File: src/rtl/pipe_stage_reg_if.sv
// pipe_stage_reg_if: handshake, payload and counter bundle of one pipeline stage register.
// master = surrounding pipeline (upstream/downstream/hazard unit), slave = the stage register.
interface pipe_stage_reg_if #(
    parameter int unsigned DATA_W = 64,
    parameter int unsigned CNT_W  = 32
);
    logic              in_valid;
    logic              in_ready;
    logic [DATA_W-1:0] in_data;
    logic              flush;
    logic              out_valid;
    logic              out_ready;
    logic [DATA_W-1:0] out_data;
    logic              out_bubble;
    logic [CNT_W-1:0]  stall_cnt;
    logic [CNT_W-1:0]  drop_cnt;

    modport master (
        output in_valid, in_data, flush, out_ready,
        input  in_ready, out_valid, out_data, out_bubble, stall_cnt, drop_cnt
    );

    modport slave (
        input  in_valid, in_data, flush, out_ready,
        output in_ready, out_valid, out_data, out_bubble, stall_cnt, drop_cnt
    );
endinterface

File: src/rtl/pipe_stage_reg.sv
// pipe_stage_reg: inter-stage pipeline register with valid/ready handshake, flush-to-bubble
// and saturating stall/drop counters.
// Define PIPE_STAGE_SKID_EN to add a skid entry so in_ready has no path from out_ready.
module pipe_stage_reg #(
    parameter int unsigned DATA_W        = 64,
    parameter int unsigned ZERO_ON_FLUSH = 1,
    parameter int unsigned CNT_W         = 32
) (
    input  logic             clk,
    input  logic             rst_n,
    pipe_stage_reg_if.slave  bus
);

    typedef enum logic [1:0] {
        ST_EMPTY = 2'd0,
        ST_ONE   = 2'd1,
        ST_FULL  = 2'd2
    } state_e;

    state_e            state_q, state_d;
    logic [DATA_W-1:0] main_q, main_d;
`ifdef PIPE_STAGE_SKID_EN
    logic [DATA_W-1:0] skid_q, skid_d;
`endif
    logic              bubble_q, bubble_d;
    logic [CNT_W-1:0]  stall_q, stall_d;
    logic [CNT_W-1:0]  drop_q, drop_d;

    logic              in_ready_c;
    logic              out_valid_c;
    logic              in_xfer;
    logic              out_xfer;
    logic [1:0]        held;
    logic [CNT_W:0]    drop_sum;

    // State, payload and counter registers
    always_ff @(posedge clk or negedge rst_n) begin
        if (!rst_n) begin
            state_q  <= ST_EMPTY;
            main_q   <= '0;
`ifdef PIPE_STAGE_SKID_EN
            skid_q   <= '0;
`endif
            bubble_q <= 1'b0;
            stall_q  <= '0;
            drop_q   <= '0;
        end else begin
            state_q  <= state_d;
            main_q   <= main_d;
`ifdef PIPE_STAGE_SKID_EN
            skid_q   <= skid_d;
`endif
            bubble_q <= bubble_d;
            stall_q  <= stall_d;
            drop_q   <= drop_d;
        end
    end

    // Next state: flush overrides every handshake transition
    always_comb begin
        state_d  = state_q;
        main_d   = main_q;
`ifdef PIPE_STAGE_SKID_EN
        skid_d   = skid_q;
`endif
        bubble_d = bubble_q;
        stall_d  = stall_q;
        drop_d   = drop_q;
        held     = (state_q == ST_FULL) ? 2'd2 : ((state_q == ST_ONE) ? 2'd1 : 2'd0);
        drop_sum = {1'b0, drop_q} + (CNT_W+1)'(held) + (CNT_W+1)'(bus.in_valid);

        if (bus.flush) begin
            state_d  = ST_EMPTY;
            bubble_d = 1'b1;
            if (ZERO_ON_FLUSH != 0) begin
                main_d = '0;
`ifdef PIPE_STAGE_SKID_EN
                skid_d = '0;
`endif
            end
            drop_d = drop_sum[CNT_W] ? '1 : drop_sum[CNT_W-1:0];
        end else begin
            if (out_valid_c && !bus.out_ready && (stall_q != '1)) begin
                stall_d = stall_q + CNT_W'(1);
            end
            if (in_xfer) begin
                bubble_d = 1'b0;
            end
            case (state_q)
                ST_EMPTY: begin
                    if (in_xfer) begin
                        state_d = ST_ONE;
                        main_d  = bus.in_data;
                    end
                end
                ST_ONE: begin
                    if (in_xfer && out_xfer) begin
                        main_d = bus.in_data;
                    end else if (out_xfer) begin
                        state_d = ST_EMPTY;
`ifdef PIPE_STAGE_SKID_EN
                    end else if (in_xfer) begin
                        state_d = ST_FULL;
                        skid_d  = bus.in_data;
`endif
                    end
                end
`ifdef PIPE_STAGE_SKID_EN
                ST_FULL: begin
                    if (bus.out_ready) begin
                        state_d = ST_ONE;
                        main_d  = skid_q;
                    end
                end
`endif
                default: state_d = ST_EMPTY;
            endcase
        end
    end

    // Handshake outputs decoded from the state register
    always_comb begin
        out_valid_c = (state_q != ST_EMPTY);
`ifdef PIPE_STAGE_SKID_EN
        in_ready_c  = (state_q != ST_FULL) || bus.flush;
`else
        in_ready_c  = !out_valid_c || bus.out_ready || bus.flush;
`endif
    end

    assign in_xfer        = bus.in_valid && in_ready_c;
    assign out_xfer       = out_valid_c && bus.out_ready;

    assign bus.in_ready   = in_ready_c;
    assign bus.out_valid  = out_valid_c;
    assign bus.out_data   = main_q;
    assign bus.out_bubble = bubble_q;
    assign bus.stall_cnt  = stall_q;
    assign bus.drop_cnt   = drop_q;

endmodule

File: src/flat_wrapper.sv
// flat-port wrapper written by rule: the top's interface ports become plain ports
module pipe_stage_reg_flat 
#(
    parameter int unsigned DATA_W        = 64,
    parameter int unsigned ZERO_ON_FLUSH = 1,
    parameter int unsigned CNT_W         = 32
)
  (clk, rst_n, bus_in_valid, bus_in_data, bus_flush, bus_out_ready, bus_in_ready, bus_out_valid, bus_out_data, bus_out_bubble, bus_stall_cnt, bus_drop_cnt);
  pipe_stage_reg_if #(.DATA_W(DATA_W), .CNT_W(CNT_W)) bus_i ();
  input  logic clk;
  input  logic rst_n;
  input wire logic [$bits(bus_i.in_valid)-1:0] bus_in_valid;
  input wire logic [$bits(bus_i.in_data)-1:0] bus_in_data;
  input wire logic [$bits(bus_i.flush)-1:0] bus_flush;
  input wire logic [$bits(bus_i.out_ready)-1:0] bus_out_ready;
  output wire logic [$bits(bus_i.in_ready)-1:0] bus_in_ready;
  output wire logic [$bits(bus_i.out_valid)-1:0] bus_out_valid;
  output wire logic [$bits(bus_i.out_data)-1:0] bus_out_data;
  output wire logic [$bits(bus_i.out_bubble)-1:0] bus_out_bubble;
  output wire logic [$bits(bus_i.stall_cnt)-1:0] bus_stall_cnt;
  output wire logic [$bits(bus_i.drop_cnt)-1:0] bus_drop_cnt;
  assign bus_i.in_valid = bus_in_valid;
  assign bus_i.in_data = bus_in_data;
  assign bus_i.flush = bus_flush;
  assign bus_i.out_ready = bus_out_ready;
  assign bus_in_ready = bus_i.in_ready;
  assign bus_out_valid = bus_i.out_valid;
  assign bus_out_data = bus_i.out_data;
  assign bus_out_bubble = bus_i.out_bubble;
  assign bus_stall_cnt = bus_i.stall_cnt;
  assign bus_drop_cnt = bus_i.drop_cnt;
  pipe_stage_reg #(.DATA_W(DATA_W), .ZERO_ON_FLUSH(ZERO_ON_FLUSH), .CNT_W(CNT_W)) u_core (.clk(clk), .rst_n(rst_n), .bus(bus_i));
endmodule
File: config.mk
export PLATFORM = sky130hd
export DESIGN_NAME = pipe_stage_reg_flat
export DESIGN_NICKNAME = d
export VERILOG_FILES = /design/src/rtl/pipe_stage_reg_if.sv /design/src/rtl/pipe_stage_reg.sv /design/src/flat_wrapper.sv
export SDC_FILE = /design/constraint.sdc
export NUM_CORES = 1
export LEC_CHECK = 0
export ABC_CLOCK_PERIOD_IN_PS = 3200
export CAP_MARGIN = 20
export CORE_MARGIN = 8
export CORE_UTILIZATION = 56
export DETAILED_ROUTE_END_ITERATION = 12
export DONT_BUFFER_PORTS = 1
export GPL_TIMING_DRIVEN = 0
export PLACE_DENSITY_LB_ADDON = 0.05
export SKIP_CTS_REPAIR_TIMING = 1
export SYNTH_ARGS = -nofsm -noshare
export SYNTH_HDL_FRONTEND = slang
export SYNTH_SLANG_ARGS = --single-unit
File: constraint.sdc
create_clock -name clk -period 3.2 [get_ports clk]
set_input_delay 0.16 -clock clk [delete_from_list [all_inputs] [get_ports clk]]
set_output_delay 0.16 -clock clk [all_outputs]
set_load 0.05 [all_outputs]
### Word level (Yosys, flattened, before mapping)

Cells that the tools add are included.

* bits in registers: 131
* input port bits: 69
* output and inout bits: 131

* bitwise operators: 1
* reductions and logical operators: 16
* add/sub/neg operators: 3
* muxes and demuxes: 14
* equal/unequal tests: 7

Operators by type and width (count)
* two-way mux 64 bit: 3
* case mux 64 bit (2 select lines): 1
* adder 32 x 2 -> 33 bit: 1
* adder 33 x 1 -> 33 bit: 1
* adder 32 x 1 -> 32 bit (second input constant): 1
* two-way mux 32 bit: 1
* inequality test 32 bit (second input constant): 1
* two-way mux 2 bit: 5
* inequality test 3 x 2 -> 1 bit (second input constant): 2
* inequality test 3 bit (second input constant): 2
* AND reduction 3 bit: 2
* logical AND 1 bit: 5
* case mux 2 bit (2 select lines): 1
* nonzero test 2 bit: 2
* two-way mux 1 bit: 3
* nonzero test 3 bit: 1
* == test 2 x 1 -> 1 bit (second input constant): 1
* == test 2 bit (second input constant): 1
* logical NOT 1 bit: 2
* logical NOT 2 bit: 1
* logical OR 1 bit: 2
* AND reduction 2 bit: 1
* NOT 1 bit: 1

### Longest topological paths before layout

Gate-level depths: netlist (run 1).

* depth in word-level cells: 9
* depth in mapped cells: 10

### Worst setup path before layout (run 1)

No wires, ideal clock.

* path type: reg2reg
* start: register u_core.drop_q[0], in the netlist u_core.bus.drop_cnt[0]
* end: register u_core.drop_q[30], in the netlist u_core.bus.drop_cnt[30]
* setup slack: 0.442 ns
* buffers on the path: 1
* setup time: 0.125 ns
* clock period less this slack: 2.758 ns
* stages on the path, launching flop included: 10
* arrival time: 2.634 ns
* path through: dfrtp_1 -> inv_1 -> fa_1 -> inv_1 -> ha_1 -> nand3_1 -> nor4_1 -> buf_2 -> nand4_1 -> mux2_2

* longest elaborated chain between the ends: 3

RTL lines
* start, declared: line pipe_stage_reg.sv:27 `logic [CNT_W-1:0] drop_q, drop_d;`
* start signal, assigned: line pipe_stage_reg.sv:55 `drop_q <= drop_d;`
* adder 32 x 2 -> 33 bit: line pipe_stage_reg.sv:70 `drop_sum = {1'b0, drop_q} + (CNT_W+1)'(held) + (CNT_W+1)'(bus.in_valid);`
* adder 33 x 1 -> 33 bit: line pipe_stage_reg.sv:70
* two-way mux 32 bit: line pipe_stage_reg.sv:81 `drop_d = drop_sum[CNT_W] ? '1 : drop_sum[CNT_W-1:0];`

Every way passes these cells.
A chain may end at the register's enable or synchronous reset.

### Final worst setup path (run 1)

* start: register u_core.drop_q[0], in the netlist u_core.bus.drop_cnt[0]
* end: register u_core.drop_q[21], in the netlist u_core.bus.drop_cnt[21]

Same word-level chain as after synthesis.

==> impl_metrics.py, run 1 <==
metrics = {
    "final_layout": {
        "area_growth_pct": 25.0,
        "fin_util_pct": 71.1,
        "final_common_cell": "nand2_1",
        "fillCellCount": 766,
        "final_cell_mix": "nand2_1 (167), dfrtp_1 (128), a21oi_1 (73)",
        "layout-drive-gt1-share_pct": 7.04,
        "fin_nets": 771,
        "diodes": 0,
    },
    "worst_setup_path": {
        "cp_max_fo": 10,
        "arrival_ns": 3.42,
        "path_class": "reg -> reg",
        "crit_required_ns": 3.65,
        "max_stage_delay_ns": 0.55,
        "r2r_start": "u_core.bus.drop_cnt[0]",
        "crit_path_end_kind": "flop",
        "start_kind": "flop",
        "critPathLaunch": "u_core.bus.drop_cnt[0]",
        "crit_path_cell_trace": "inv_1 > fa_1 > inv_1 > ha_1 > nand3_1 > nor4_4 > buf_2 > nand4_1 > clkbuf_2 > nand2_1",
        "slowest_stage": "dfrtp_2",
        "path_common_cell": "inv_1",
        "rrSetupSlack_ns": 0.22,
    },
    "place": {
        "gp_congestion": 0.784,
        "place_hpwl_um": 11200,
        "pre_cts_ws_ns": -0.306,
        "port-buffer-count": 0,
    },
    "sta": {
        "fin_crit_ns": 2.98,
        "maxSlewHeadroom_pct": 33.9,
        "whs_ns": 0.111,
        "max_freq_mhz": 336,
        "final-setup-viol-count": 0,
        "hold_violations": 0,
        "fin_skew_ns": 0.00577,
        "fin_ws_ns": 0.223,
        "fin_crit_sh_pct": 93.0,
        "worstMarginPinSlew_ns": 0.984,
        "fin_tns_setup_ns": 0,
        "drv_slew": 0,
    },
    "power": {
        "p_clk_share_pct": 41.1,
        "peakVddDrop_mv": 0.373,
        "p_total_uw": 4560,
        "p_int_uw": 3130,
        "seq_power_share_pct": 50.4,
        "leakagePower_uw": 0.00330,
        "power_density_nw_per_um2": 627,
        "swShare_pct": 31.3,
        "comb_power_share_pct": 8.4,
        "p_switching_uw": 1430,
    },
    "synth": {
        "synthesis.nets": 684,
        "synth.distinct_cells": 46,
        "ys.flop_type": "dfrtp_1",
        "ys_top_cells_by_area": "dfrtp_1 (56%), nand2_1 (11%), a21oi_1 (6.3%), xnor2_1 (3.2%), xor2_1 (3.2%)",
        "async_flop_share_pct": 100,
        "synth_seq_cells": 130,
        "synthCells": 612,
        "yosysTopAreaCell": "dfrtp_1",
        "synth_top_area_share_pct": 55.9,
        "ys_seq_area_share_pct": 55.9,
        "syn-cell-area_um2": 5820,
        "ys_warn_count": 0,
        "synth_edf_count": 0,
        "syn_area_per_cell_um2": 9.51,
    },
    "detailed_routing": {
        "via_count": 4831,
        "first_iter_violations": 406,
        "viasPerCell": 5.71,
        "ant_nets": 0,
        "wl_per_cell_um": 19.2,
        "drc": 0,
        "first_pass_iters": 5,
        "drt_wl_total_um": 16300,
    },
    "clock_network": {
        "clk-insertion-delay-late_ns": 0.51,
        "cts_inserted_buffers": 17,
        "cts_tree": "built",
        "clk_path_buf_depth": 2,
        "cts-root-buf": "clkbuf_8",
        "h-tree-depth": 4,
        "cts.clk_slew.worst_paths_ns": 0.06,
        "cts_sinks": 130,
    },
    "grt": {
        "grtUsageTotal_pct": 22.3,
        "antenna_found_initial": 0,
        "grt_pass1_wl_um": 25100,
        "grt_max_degree": 131,
        "first_global_vias": 4676,
        "overflow": 0,
    },
    "flow_run": {
        "maxCapViolCount": 0,
    },
    "die": {
        "core_area_um2": 10200,
        "num_rows": 37,
        "dieArea_um2": 13900,
        "fp.dieW_um": 118,
        "fp.dieH_um": 118,
        "pin_count": 200,
        "initial_core_util_pct": 56.9,
    },
    "hold_path": {
        "hold_path.startpoint": "bus_flush",
        "hp-class": "in -> reg",
    },
    "outcome": {
        "outcome": "finished, final reports clean",
    },
}
## cell type report
cell class	count	area, um^2	share of cell area, %
plain buffers	30	120	1.65
clock buffers	24	460	6.33
clock inverters	6	105	1.45
inverters	11	41.3	0.568
multi-input cells	441	2420	33.3
flip-flops and latches	130	3260	44.8
well taps	136	170	2.34
repair buffers	68	698	9.60
## stage by stage
stage	instance area, um^2	std cells
3_3_place_gp	5990	748
6_report	7270	846
5_1_grt	7270	846
2_1_floorplan	5820	612
4_1_cts	6560	778
3_5_place_dp	5990	748
## synth_stat cells (2+ instances only)
cell	count
a21oi_1	73
a31oi_1	11
a41oi_1	2
and2_1	2
and3_1	16
and4_1	7
buf_1	3
buf_2	4
clkbuf_1	22
dfrtp_1	130
ha_1	2
inv_1	11
mux2_2	3
mux2i_1	3
nand2_1	167
nand3_1	20
nand4_1	24
nor2_1	18
nor2_2	2
nor3_1	16
nor4_1	5
nor4_2	2
o21ai_0	2
or3_1	4
or4_4	2
xnor2_1	21
xor2_1	21
## power groups by stage
stage	sequential (uW)	clock (uW)	combinational, uW
6_report	2300	1870	385
5_1_grt	2320	1960	441
4_1_cts	2300	1890	276
3_5_place_dp	2330	0	275
3_3_place_gp	2330	0	260
2_1_floorplan	2270	0	223
## flip-flops by register name, indices dropped and copies added, names as in the netlist
signal                 flops
u_core.state_q             1
u_core.bus.out_bubble      1
u_core.bus.drop_cnt       32
u_core.bus.stall_cnt      32
u_core.bus.out_data       64
## logic make-up (layout without fill, tap and decap cells)
| kind of cell | after synthesis | in the layout | synth area share (%) |
|---|---|---|---|
| flip-flops | 130 | 130 | 55.9 |
| XOR/XNOR | 42 | 42 | 6.32 |
| buffers and inverters | 41 | 139 | 2.75 |
| adder cells (fa/ha/maj) | 3 | 3 | 0.774 |
| AND/OR/NAND/NOR | 294 | 294 | 23.9 |
| AO/OA/AOI/OAI | 96 | 96 | 9.25 |
| multiplexers | 6 | 6 | 1.10 |
## critical path: cells and delay by family, from the launching register on
family / cells / cell delay [ns]
fa+ha+maj: 2 / 0.67
buf+inv: 4 / 0.77
flops: 1 / 0.55
simple gates: 4 / 0.91
## metal layers
metal | up-vias | routed length, um | track usage (%)
met5 | - | 0 | 0
met4 | 0 | 301 | 7.05
met3 | 28 | 1750 | 12.2
met2 | 179 | 8130 | 36.4
met1 | 2347 | 6070 | 24.5
li1 | 2277 | - | -
## worst paths after layout
path	end	cells past startpoint
min in group asynchronous	u_core.bus.drop_cnt[31]	2
worst min-delay path	u_core.bus.drop_cnt[2]	3
worst max-delay path	u_core.bus.drop_cnt[21]	10
worst max register to register	u_core.bus.drop_cnt[21]	10
worst min register to register	u_core.bus.drop_cnt[0]	2
max in group asynchronous	u_core.bus.stall_cnt[8]	2
No activity file was read; power rests on OpenSTA's default activity.
==> run 2: changes to the inputs <==
--- a/config.mk
+++ b/config.mk
@@ -5,14 +5,13 @@
 export SDC_FILE = /design/constraint.sdc
 export NUM_CORES = 1
 export LEC_CHECK = 0
-export ABC_CLOCK_PERIOD_IN_PS = 3200
+export ABC_CLOCK_PERIOD_IN_PS = 3550
 export CAP_MARGIN = 20
 export CORE_MARGIN = 8
 export CORE_UTILIZATION = 56
 export DETAILED_ROUTE_END_ITERATION = 12
 export DONT_BUFFER_PORTS = 1
-export GPL_TIMING_DRIVEN = 0
-export PLACE_DENSITY_LB_ADDON = 0.05
+export PLACE_DENSITY = 0.82
 export SKIP_CTS_REPAIR_TIMING = 1
 export SYNTH_ARGS = -nofsm -noshare
 export SYNTH_HDL_FRONTEND = slang
==> constraint.sdc (replaced) <==
create_clock -name clk -period 3.55 [get_ports clk]
set_input_delay 0.1775 -clock clk [delete_from_list [all_inputs] [get_ports clk]]
set_output_delay 0.1775 -clock clk [all_outputs]
set_load 0.05 [all_outputs]
==> run 2 against run 1 <==
Net effect: total power shrank 8.6%; sequential share of layout area shrank 0.16 points; clock power shrank 7%; largest power group unchanged.
==> impl_metrics.py, run 2 (synthesis gave the netlist of run 1 again) <==
metrics = {
    "outcome": {
        "outcome": "finished, final reports clean",
    },
    "final_layout": {
        "final_cell_mix": "nand2_1 (166), dfrtp_1 (130), a21oi_1 (73)",
        "largest_reg_flops": 64,
        "final_common_cell": "nand2_1",
        "layout-drive-gt1-share_pct": 8.21,
        "fin_area_um2": 7290,
        "area_growth_pct": 25.3,
        "fin_nets": 753,
        "layout.cells.non_filler": 832,
    },
    "die": {
        "pin_count": 200,
        "fp.dieH_um": 118,
        "fp.dieW_um": 118,
        "initial_core_util_pct": 56.9,
        "core_area_um2": 10200,
        "dieArea_um2": 13900,
        "num_rows": 37,
    },
    "detailed_routing": {
        "first_iter_violations": 457,
        "wl_per_cell_um": 20.8,
        "via_count": 4967,
        "drt_wl_total_um": 17300,
        "ant_nets": 0,
        "viasPerCell": 5.97,
        "first_pass_iters": 8,
        "drc": 0,
    },
    "grt": {
        "grt_max_degree": 131,
        "grt_pass1_wl_um": 24700,
        "overflow": 0,
        "antenna_found_initial": 2,
        "first_global_vias": 4572,
        "grtUsageTotal_pct": 21.8,
    },
    "sta": {
        "drv_slew": 0,
        "fin_ws_ns": 0.682,
        "maxSlewHeadroom_pct": 46.4,
        "fin_crit_ns": 2.87,
        "fin_skew_ns": 0.00980,
        "hold_violations": 0,
        "fin_crit_sh_pct": 80.8,
        "fin_tns_setup_ns": 0,
        "worstMarginPinSlew_ns": 0.804,
        "max_freq_mhz": 349,
        "rsz0062_at_grt": "false",
        "final-setup-viol-count": 0,
    },
    "worst_setup_path": {
        "cp-endpoint": "u_core.bus.drop_cnt[27]",
        "start_kind": "flop",
        "arrival_ns": 3.32,
        "r2r_start": "u_core.state_q[0]",
        "critPathLaunch": "u_core.state_q[0]",
        "crit_required_ns": 4.00,
        "path_class": "reg -> reg",
        "cp_max_fo": 13,
        "rrSetupSlack_ns": 0.68,
        "r2r_cells": 11,
        "crit_path_end_kind": "flop",
        "r2r-end": "u_core.bus.drop_cnt[27]",
    },
    "place": {
        "port-buffer-count": 0,
        "place_inst": 726,
        "dpl_cell_area_um2": 5930,
        "pre_cts_ws_ns": 0.735,
        "place_hpwl_um": 10700,
        "gp_congestion": 0.866,
    },
    "clock_network": {
        "cts_inserted_buffers": 17,
        "clk_path_buf_depth": 2,
        "clk-insertion-delay-late_ns": 0.52,
        "cts_tree": "built",
        "cts.clk_slew.worst_paths_ns": 0.06,
        "cts_sinks": 130,
        "h-tree-depth": 4,
        "cts-root-buf": "clkbuf_8",
    },
    "power": {
        "leakagePower_uw": 0.00332,
        "peakVddDrop_mv": 0.294,
        "power_density_nw_per_um2": 571,
    },
    "flow_run": {
        "maxCapViolCount": 0,
    },
    "hold_path": {
        "hp-class": "in -> reg",
    },
}
run 2: stage by stage:
step | hold slack (ns) | utilization (%) | power [uW]
final | 0.00852 | 71.3 | 4170
after global routing | 0.0120 | 71.3 | 4310
after CTS | -0.667 | 63.6 | 4050
after detailed placement | -0.114 | 58.0 | 2340
after global placement | -0.115 | 58.0 | 2320
after floorplan | -0.118 | - | 2240
run 2: critical path: stages, from the launching register on:
cell	delay (ns)
dfrtp_1	0.34
buf_4	0.21
inv_1	0.09
fa_1	0.44
inv_1	0.09
ha_1	0.19
nand3_1	0.14
nor4_1	0.31
buf_4	0.24
nand4_1	0.43
o31a_1	0.26
nand2_1	0.06
run 2: where the power goes:
group	switching [uW]	total (uW)	leakage, uW	internal (uW)
Clock	642	1730	0.000279	1080
Combinational	278	450	0.00131	172
Sequential	416	1990	0.00173	1570
run 2: final cells by class:
| cell class | count | area [um^2] |
|---|---|---|
| diodes | 2 | 5.00 |
| clock buffers | 22 | 443 |
| clock inverters | 10 | 134 |
| fillers | 647 | 2940 |
| inverters | 11 | 41.3 |
| multi-input cells | 441 | 2410 |
| flip-flops and latches | 130 | 3250 |
| well taps | 136 | 170 |
| repair buffers | 80 | 836 |
run 2: worst min path at each step:
stage,end,cells past startpoint,start,slack (ns)
2_1_floorplan,u_core.bus.drop_cnt[0],0,rst_n,-0.12
3_3_place_gp,u_core.bus.drop_cnt[31],0,rst_n,-0.11
3_5_place_dp,u_core.bus.drop_cnt[31],0,rst_n,-0.11
4_1_cts,u_core.bus.drop_cnt[31],0,rst_n,-0.67
5_1_grt,u_core.bus.out_data[14],2,bus_flush,0.01
6_report,u_core.bus.out_data[56],2,bus_flush,0.009
run 2: layer usage:
metal	track usage (%)	routed length, um	vias up
li1	-	-	2248
met5	0	0	-
met3	11.7	2050	31
met4	8.33	333	0
met2	34.7	8620	262
met1	24.2	6310	2426
==> run 3: changes to the inputs <==
--- a/config.mk
+++ b/config.mk
@@ -5,13 +5,13 @@
 export SDC_FILE = /design/constraint.sdc
 export NUM_CORES = 1
 export LEC_CHECK = 0
-export ABC_CLOCK_PERIOD_IN_PS = 3550
+export ABC_CLOCK_PERIOD_IN_PS = 2400
 export CAP_MARGIN = 20
 export CORE_MARGIN = 8
 export CORE_UTILIZATION = 56
 export DETAILED_ROUTE_END_ITERATION = 12
 export DONT_BUFFER_PORTS = 1
-export PLACE_DENSITY = 0.82
+export PLACE_DENSITY = 0.85
 export SKIP_CTS_REPAIR_TIMING = 1
 export SYNTH_ARGS = -nofsm -noshare
 export SYNTH_HDL_FRONTEND = slang
==> constraint.sdc (replaced) <==
create_clock -name clk -period 2.4 [get_ports clk]
set_input_delay 0.12 -clock clk [delete_from_list [all_inputs] [get_ports clk]]
set_output_delay 0.12 -clock clk [all_outputs]
set_load 0.05 [all_outputs]
==> run 3 against run 2 <==
Net effect: the flow now finishes with violations (negative hold slack); setup slack worse by 0.57 ns; clock skew up 0.0048 ns; total power up 48%; first-iteration DRC count up 40%; combinational power up 140%; clock power up 38%; highest routed layer unchanged.
==> impl_metrics.py, run 3 (synthesis gave the netlist of run 1 again) <==
metrics = {
    "outcome": {
        "outcome": "finished with violations",
        "violations": "negative hold slack",
    },
    "clock_network": {
        "cts-root-buf": "clkbuf_8",
        "clk-insertion-delay-late_ns": 0.52,
        "cts_tree": "built",
        "cts_sinks": 130,
        "cts.clk_slew.worst_paths_ns": 0.06,
        "cts_inserted_buffers": 17,
        "clk_path_buf_depth": 2,
        "h-tree-depth": 4,
    },
    "power": {
        "leakagePower_uw": 0.00379,
        "peakVddDrop_mv": 0.473,
        "seq_power_share_pct": 43.8,
        "power_density_nw_per_um2": 769,
        "p_clk_share_pct": 38.8,
        "swShare_pct": 32.8,
        "comb_power_share_pct": 17.4,
        "p_int_uw": 4140,
        "p_switching_uw": 2020,
    },
    "worst_setup_path": {
        "r2r_cells": 5,
        "crit_family": "simple AND/OR/NAND/NOR gates",
        "cp_max_fo": 7,
        "crit_path_cell_trace": "nand4_1 > nor4_1 > nor4bb_1 > nor2_1 > a31oi_1",
        "crit_required_ns": 2.83,
        "cp.depth": 5,
        "arrival_ns": 2.72,
        "slowest_stage": "nor4_1",
        "max_stage_delay_ns": 0.71,
        "crit_path_end_kind": "flop",
        "critPathBufInv": 0,
        "path_class": "reg -> reg",
        "start_kind": "flop",
    },
    "detailed_routing": {
        "viasPerCell": 6.06,
        "first_iter_violations": 639,
        "ant_nets": 0,
        "drc": 0,
        "first_pass_iters": 8,
        "wl_per_cell_um": 21.1,
        "drt_wl_total_um": 19400,
        "via_count": 5578,
    },
    "sta": {
        "whs_ns": -0.705,
        "fin_crit_sh_pct": 95.5,
        "fin_crit_ns": 2.29,
        "worstMarginPinSlew_ns": 0.663,
        "drv_slew": 0,
        "hold_violations": 131,
        "max_freq_mhz": 436,
        "fin_skew_ns": 0.0146,
        "fin_tns_setup_ns": 0,
        "final-setup-viol-count": 0,
        "maxSlewHeadroom_pct": 55.4,
    },
    "final_layout": {
        "fin_util_pct": 78.2,
        "fin_nets": 841,
        "largest_reg_flops": 64,
        "final_common_cell": "nand2_1",
        "area_growth_pct": 37.4,
        "final_cell_mix": "nand2_1 (166), dfrtp_1 (128), dlygate4sd3_1 (88)",
        "layout-drive-gt1-share_pct": 17.1,
    },
    "grt": {
        "grtUsageTotal_pct": 22.9,
        "first_global_vias": 4942,
        "antenna_found_initial": 2,
        "overflow": 0,
        "grt_pass1_wl_um": 25600,
        "grt_max_degree": 131,
    },
    "die": {
        "dieArea_um2": 13900,
        "initial_core_util_pct": 56.9,
        "core_area_um2": 10200,
        "num_rows": 37,
        "fp.dieW_um": 118,
        "fp.dieH_um": 118,
        "pin_count": 200,
    },
    "place": {
        "place_hpwl_um": 11600,
        "gp_congestion": 0.881,
        "port-buffer-count": 0,
    },
    "flow_run": {
        "maxCapViolCount": 0,
    },
    "hold_path": {
        "hp-class": "in -> async",
    },
}
==> run 3: changes by cell type in the layout (fill, tap and decap cells not counted), sizes merged <==
| cell | change |
|---|---|
| buf | +68 |
| dlygate4sd3 | +20 |
| clkinvlp | +2 |
| clkinv | +2 |
| clkbuf | -2 |
| bufinv | -2 |
==> run 3: power by group through the flow <==
stage	Clock (uW)	Combinational, uW	Sequential [uW]
floorplan	0	298	3020
CTS	2390	889	2680
detailed placement	0	885	2710
global placement	0	854	2700
finish	2390	1070	2700
global route	2500	1130	2710
==> run 3: per-layer routing <==
layer / global-route usage [%] / vias up / part of all wire [%]
met2: 36.9 / 387 / 49
met3: 10.1 / 85 / 11
met4: 11.4 / 0 / 5.0
met1: 25.3 / 2685 / 35
met5: 0 / - / 0
li1: - / 2421 / -
==> run 3: stage by stage <==
stage | instances | cell area (um^2) | total power (uW) | hold slack, ns | setup slack, ns
after floorplan | 612 | 5830 | 3320 | -0.176 | 0.00463
after global placement | 797 | 6490 | 3560 | -0.172 | 0.260
after detailed placement | 797 | 6490 | 3600 | -0.171 | 0.203
after CTS | 829 | 7040 | 5960 | -0.717 | 0.0653
after global routing | 920 | 8000 | 6340 | -0.733 | -0.0191
final | 920 | 8000 | 6150 | -0.705 | 0.108
==> run 3: path summary, 6_finish.rpt <==
| check | from | end | slack, ns |
|---|---|---|---|
| hold reg to reg | u_core.bus.stall_cnt[30] | u_core.bus.stall_cnt[30] | 0.55 |
| max in group asynchronous | rst_n | u_core.bus.out_data[33] | 2.89 |
| min in group clk | bus_flush | u_core.bus.out_data[1] | 0 |
| setup reg to reg | u_core.bus.drop_cnt[3] | u_core.bus.drop_cnt[31] | 0.11 |
| hold / removal | rst_n | u_core.bus.drop_cnt[21] | -0.70 |
| setup / recovery | u_core.bus.drop_cnt[3] | u_core.bus.drop_cnt[31] | 0.11 |
==> run 3: final cells by class <==
type	count	area, um^2
Antenna cell	2	5.00
Clock buffer	20	445
Clock inverter	12	110
Fill cell	594	2230
Inverter	11	41.3
Multi-Input combinational cell	441	2450
Sequential cell	130	3260
Tap cell	136	170
Timing Repair Buffer	168	1520
